**config.mk**
```make
export PLATFORM = sky130hd
export DESIGN_NAME = road_scheduler
export DESIGN_NICKNAME = d
export VERILOG_FILES = /design/src/rtl/road_scheduler.sv
export SDC_FILE = /design/constraint.sdc
export NUM_CORES = 1
export LEC_CHECK = 0
export BUFFER_PORTS_ARGS = -buffer_cell sky130_fd_sc_hd__buf_2
export CORE_MARGIN = 1
export CORE_UTILIZATION = 40
export CTS_BUF_LIST = sky130_fd_sc_hd__clkbuf_8
export DETAILED_ROUTE_END_ITERATION = 6
export GPL_ROUTABILITY_DRIVEN = 0
export PLACE_DENSITY_LB_ADDON = 0.05
export SLEW_MARGIN = 20
export SYNTH_ARGS = -nofsm -noshare
export SYNTH_HDL_FRONTEND = slang
export SYNTH_SLANG_ARGS = --single-unit
```
**constraint.sdc**
```tcl
create_clock -name clk -period 2.4 [get_ports clk]
set_clock_uncertainty 0.05 [all_clocks]
set_input_delay 0.36 -clock clk [delete_from_list [all_inputs] [get_ports clk]]
set_output_delay 0.36 -clock clk [all_outputs]
set_load 0.1 [all_outputs]
```
**src/rtl/road_scheduler.sv**
```systemverilog
// Four-way junction scheduler: round-robin green with duration scaled from each road's sensor average.
// Optional build macro ROAD_SCHED_SKIP_EMPTY_EN skips roads whose average is zero.
//
// state  | meaning
// ALLRED | clearance, every lamp red; on exit the next road is chosen and its green time latched
// GREEN  | cur_road green for the latched time
// YELLOW | cur_road yellow for YELLOW_TIME
module road_scheduler #(
  parameter int unsigned MIN_GREEN   = 5,
  parameter int unsigned MAX_GREEN   = 40,
  parameter int unsigned YELLOW_TIME = 3,
  parameter int unsigned ALLRED_TIME = 2,
  parameter int unsigned GREEN_SHIFT = 1
) (
  input  logic       clk,
  input  logic       reset,
  input  logic       tick,
  input  logic [7:0] avg_n,
  input  logic [7:0] avg_e,
  input  logic [7:0] avg_s,
  input  logic [7:0] avg_w,
  output logic [1:0] cur_road,
  output logic [1:0] next_road,
  output logic [3:0] green,
  output logic [3:0] yellow,
  output logic [3:0] red
);

  localparam logic [7:0] MIN_G = 8'(MIN_GREEN);
  localparam logic [7:0] MAX_G = 8'(MAX_GREEN);
  localparam logic [7:0] YEL_T = 8'(YELLOW_TIME);
  localparam logic [7:0] ARD_T = 8'(ALLRED_TIME);

  typedef enum logic [1:0] {ALLRED, GREEN, YELLOW} state_t;

  state_t     state;
  logic [7:0] tmr;
  logic [7:0] avg [4];
  logic [1:0] sel;
  logic [7:0] raw_g;
  logic [7:0] green_time;
  logic [3:0] sel_oh;
  logic [3:0] cur_oh;

  assign avg[0] = avg_n;
  assign avg[1] = avg_e;
  assign avg[2] = avg_s;
  assign avg[3] = avg_w;

  always_comb begin
    sel = cur_road + 2'd1;
`ifdef ROAD_SCHED_SKIP_EMPTY_EN
    // First non-empty road in rotation order; all empty falls back to plain rotation.
    for (int k = 4; k >= 1; k--) begin
      if (avg[cur_road + 2'(k)] != 8'd0)
        sel = cur_road + 2'(k);
    end
`endif
    raw_g = avg[sel] >> GREEN_SHIFT;
    if (raw_g < MIN_G)
      green_time = MIN_G;
    else if (raw_g > MAX_G)
      green_time = MAX_G;
    else
      green_time = raw_g;
    sel_oh = 4'b0001 << sel;
    cur_oh = 4'b0001 << cur_road;
  end

  always_ff @(posedge clk) begin
    if (reset) begin
      state     <= ALLRED;
      tmr       <= ARD_T;
      cur_road  <= 2'd3;
      next_road <= 2'd0;
      green     <= 4'b0000;
      yellow    <= 4'b0000;
      red       <= 4'b1111;
    end else if (tick) begin
      if (tmr == 8'd1) begin
        case (state)
          ALLRED: begin
            state     <= GREEN;
            tmr       <= green_time;
            cur_road  <= sel;
            next_road <= sel + 2'd1;
            green     <= sel_oh;
            yellow    <= 4'b0000;
            red       <= ~sel_oh;
          end
          GREEN: begin
            state  <= YELLOW;
            tmr    <= YEL_T;
            green  <= 4'b0000;
            yellow <= cur_oh;
            red    <= ~cur_oh;
          end
          YELLOW: begin
            state  <= ALLRED;
            tmr    <= ARD_T;
            green  <= 4'b0000;
            yellow <= 4'b0000;
            red    <= 4'b1111;
          end
          default: begin
            state  <= ALLRED;
            tmr    <= ARD_T;
            green  <= 4'b0000;
            yellow <= 4'b0000;
            red    <= 4'b1111;
          end
        endcase
      end else begin
        tmr <= tmr - 8'd1;
      end
    end
  end

endmodule
```
; ---- Yosys cells after proc, flatten, opt, wreduce, memory -nomap -nowiden
; Cells that the tools add are included.
; W data, S select, Z words.
[totals]
regBits = 26
latch_bits = 0
ram_bits = 0
mem_bits_ro = 0
inputBits = 35
out_inout_bits = 16
elab_cells = 34
n_memories = 0
[classes]
add_sub_neg = 3
multipliers = 0
n_div = 0
order_cmp = 3
eq_ne = 2
shifts = 2
n_mux = 11
bitwise = 3
reduce_logical = 3
[op_table]
columns = operator, n
row1 = $mux W8, 4
row2 = $bmux W8 S2, 1
row3 = $pmux W8 S2, 1
row4 = $eq A8 B1 Y1 const B, 1
row5 = $mux W4, 2
row6 = $not A4 Y4, 2
row7 = $pmux W4 S2, 1
row8 = $shl A1 B2 Y4 const A, 2
row9 = $sub A8 B1 Y8 const B, 1
row10 = $gt A7 B6 Y1 const B, 1
row11 = $lt A7 B3 Y1 const B, 1
row12 = $mux W7, 1
row13 = $add A2 B1 Y2 const B, 2
row14 = $pmux W2 S2, 1
row15 = $ge A3 B3 Y1 const B, 1
row16 = $not A2 Y3, 1
row17 = $reduce_and A3 Y1, 1
row18 = $eq A2 B1 Y1 const B, 1
row19 = $logic_not A2 Y1, 1
row20 = $reduce_and A2 Y1, 1

; ---- Depth between registers and ports, before layout
[depth]
depth_word = 10
ltp_mapped = 8
depth_no_buf = 6

; ---- Worst setup path before layout
; OpenSTA, ideal clock, no wires.
[synth_path]
path_type = register -> register
startpoint = reg cur_road[0]
endpoint = reg tmr[0]
setup_time_ns = 0.074
arrival_time_ns = 3.102
t_required_ns = 2.276
setup_slack_ns = -0.826
path_stages_with_launch = 9
n_path_buf = 2
synth_period_minus_slack_ns = 3.226
cell_sequence = dfxtp_1 buf_6 inv_1 ha_1 clkbuf_1 mux4_2 or4_4 or2_0 a31oi_1
[synth_between]
elab_chain_cells = 10
word_cells_on_any_way = 11
classes_between = add/sub (1) / order compare (2) / mux (7) / bitwise (1)
[synth_rtl]
columns = item, line
row1 = from (decl), 22  ; output logic [1:0] cur_road,
row2 = from (signal assigned), 85  ; cur_road <= sel;
row3 = $add A2 B1 Y2 (*), 51  ; sel = cur_road + 2'd1;
row4 = net sel[0], 39  ; logic [1:0] sel;
row5 = $not A2 Y3 (not written as such) (*), 59  ; raw_g = avg[sel] >> GREEN_SHIFT;
row6 = $bmux W8 S2 (*), 59
row7 = $mux W8 (not written as such) (*) (2 in a row), 59
row8 = $gt A7 B6 Y1, 62  ; else if (raw_g > MAX_G)
row9 = $mux W7, 62
row10 = $mux W8 (*), 60  ; if (raw_g < MIN_G)
row11 = $pmux W8 S2 (*), 81  ; case (state)
row12 = $mux W8 (*), 80  ; if (tmr == 8'd1) begin
row13 = to (signal assigned), 84  ; tmr <= green_time;
row14 = to (signal assigned), 114  ; tmr <= tmr - 8'd1;
row15 = to (decl), 37  ; logic [7:0] tmr;
; The timed path passes the listed nets; every way through them passes the cells marked *. The select of a mux whose other input is x is not followed.
; A chain may end at the register's enable or synchronous reset.

; ---- Final worst setup path
; Same ends and word-level chain as after synthesis.

==> impl_metrics.csv <==
group,metric,value,unit
critical_path,crit_cells,6,
synth,synthTopCellsByArea,"dfxtp_1 (33%), mux4_1 (8.2%), a21oi_1 (5.6%), ha_1 (4.7%), mux2i_1 (4.4%)",
critical_path,cp.arrival,2380,ps
clocking,post_cts_buffers,0,
clocking,cts_tree,"built",
critical_path,cp_slowest_cell,"or4_4",
power_and_ir_drop,ir_drop,0.000367,V
routing,routed_via_density,5.59,
routing,drc,0,
sta,timing.final.crit_share,92.3,%
synth,seq_area_frac_synth,32.6,%
sta,hold_slack,400,ps
synth,synth_top_area_cell,"dfxtp_1",
critical_path,worst_ep_required_time,2560,ps
synth,syn_inst,180,
synth,synth_nets,221,
clocking,cts.sinks,26,
clocking,root_buffer,"clkbuf_8",
sta,tightestPinTransition,486,ps
floorplanning,die_w,65.2,um
clocking,cts-resized-gates,0,
layout,n_fill_cell,380,
grt,grt_pass1_wl,6360,um
layout,layout.nets,267,
min_path,hold_depth,2,
place,portBuffers,46,
synth,ys_warn_count,0,
sta,fin_crit,2220,ps
critical_path,crit_fanout,12,
grt,grt_remaining_overflow,0,
layout,drive_gt1_share,32.0,%
run_status,outcome,"completed",
floorplanning,dieArea,0.00424,mm^2
critical_path,critical-path-top-delay-family,"simple AND/OR/NAND/NOR gates",
floorplanning,start_util,42.6,%
critical_path,endpoint_kind,"register",
sta,max_freq,0.451,GHz
floorplanning,rows,22,
sta,finalSetupTns,0,ps
clocking,clock_path_buffers,2,
routing,routed_wirelength,3750,um
clocking,hold_buffers,0,
grt,antenna_found_initial,0,
routing,wl_per_cell,13.7,um
clocking,clk_latency,280,ps
place,hpwl,2860,um
power_and_ir_drop,pwr_density_cell,546,mW/mm^2
synth,syn-cell-area,0.00160,mm^2
flow_run,cap_violations,0,
power_and_ir_drop,leakage,0.000833,uW
synth,synthFlopType,"dfxtp_1",
synth,avgSynthCellArea,8.86,um^2
critical_path,crit_type,"register to register",
clocking,clkTransAtPathRegs,90,ps
synth,ys_ff_latch,26,
sta,hold_viol,0,
routing,drt_first_pass_iters,4,
critical_path,critical_path.cell_chain,"inv_6 -> ha_4 -> mux4_2 -> or4_4 -> or2_0 -> a31oi_1",
floorplanning,ios,51,
sta,setup_viol,0,
grt,grt_use_total,19.4,%
sta,max_slew_margin,67.6,%
synth,synth_common_cells,"dfxtp_1 (26), a21oi_1 (18), nor2_1 (18), nand2_1 (15), nand3_1 (12)",
synth,synth_edf_count,0,
synth,synth_top_area_share,32.6,%
routing,ant_nets,0,
synth,netlist-cell-type-count,44,
critical_path,cpPeakStageDelay,520,ps
clocking,htree_levels,1,
layout,area_growth,24.0,%
sta,rsz0062_at_grt,"false",
floorplanning,die_h,65.2,um
sta,slew_violations,0,
critical_path,path_buf_inv,1,
synth,post-synth-top-count-cell,"dfxtp_1",
grt,first_global_vias,1427,
layout,antenna_cells,0,
min_path,hp-class,"input pin to register",
synth,async_flop_share,0,%
routing,vias,1526,
clocking,cts_buffers,3,
critical_path,rr_worst_depth,6,
routing,drt_iter0_drc,82,
grt,grt_max_degree,27,
critical_path,cp-start-kind,"register",
floorplanning,coreArea,0.00374,mm^2
cell usage in the layout (no fill, tap or decap), types with 2 or more instances in the layout:
cell      count
a211o_1       5
a211oi_1      2
a21oi_1      18
a31oi_1       3
buf_2        46
buf_4         6
clkbuf_8      3
dfxtp_1      24
dfxtp_4       2
ha_1          5
inv_1         7
mux2i_1       7
mux4_1        5
mux4_2        2
nand2_1      15
nand3_1      12
nor2_1       18
nor3_1        5
nor4_1        2
nor4b_2       2
o21a_1        2
o21ai_0       4
o31ai_1       3
or4b_2        2
flip-flops by register name (all words and copies together), names as in the netlist:
signal and cells:
tmr 8, green 4, red 4, yellow 4, cur_road 2, next_road 2
state 2
kinds of logic after synthesis:
| kind of cell | share of synthesized area, % |
|---|---|
| XOR/XNOR | 1.10 |
| buffers and inverters | 4.94 |
| AO/OA/AOI/OAI | 19.1 |
| multiplexers | 15.5 |
| flip-flops | 32.6 |
| AND/OR/NAND/NOR | 22.1 |
| adder cells (fa/ha/maj) | 4.71 |
power breakdown:
part | internal, uW | switching [uW] | leakage [uW]
Combinational | 102 | 137 | 0.000587
Clock | 223 | 147 | 0.0000357
Sequential | 447 | 25.5 | 0.000211
Total | 772 | 309 | 0.000833
worst register-to-register path: stages, from the launching register on:
cell,delay [ps]
dfxtp_4,480
inv_6,60
ha_4,310
mux4_2,380
or4_4,520
or2_0,220
a31oi_1,130
path summary, 6_finish.rpt:
path	start	to	slack [ps]
hold / removal	tick	tmr[3]$_SDFFE_PP0P_	400
setup reg to reg	cur_road[0]$_SDFFE_PP1P_	tmr[0]$_SDFFE_PP0P_	180
setup / recovery	cur_road[0]$_SDFFE_PP1P_	tmr[0]$_SDFFE_PP0P_	180
hold reg to reg	green[1]$_SDFFE_PP0P_	green[1]$_SDFFE_PP0P_	410
metal layers:
layer  vias up  part of all wire, %  track usage (%)
li1        762                    -                -
met1       705                   48             26.0
met2        54                   45             31.4
met3         5                  5.7             3.82
met4         0                  1.2             5.71
met5         -                    0                0
layout make-up:
| class | instances | area [um^2] | share of cell area (%) |
|---|---|---|---|
| clock buffers | 3 | 41.3 | 2.09 |
| clock inverters | 1 | 30.0 | 1.52 |
| inverters | 8 | 35.0 | 1.77 |
| multi-input cells | 135 | 1010 | 51.0 |
| flip-flops and latches | 26 | 528 | 26.7 |
| well taps | 48 | 60.1 | 3.04 |
| repair buffers | 52 | 275 | 13.9 |
per-stage QoR:
step                      util (%)  setup slack (ps)  instance area [um^2]  cells  power, uW
after floorplan                  -             -56.0                  1630    180        653
after global placement        50.9               240                  1910    269        712
after detailed placement      50.9               186                  1910    269        719
after CTS                     52.8               156                  1980    273       1090
after global routing          52.8              66.1                  1980    273       1140
final                         52.8               184                  1980    273       1080
Power figures use the tool's default switching activity.
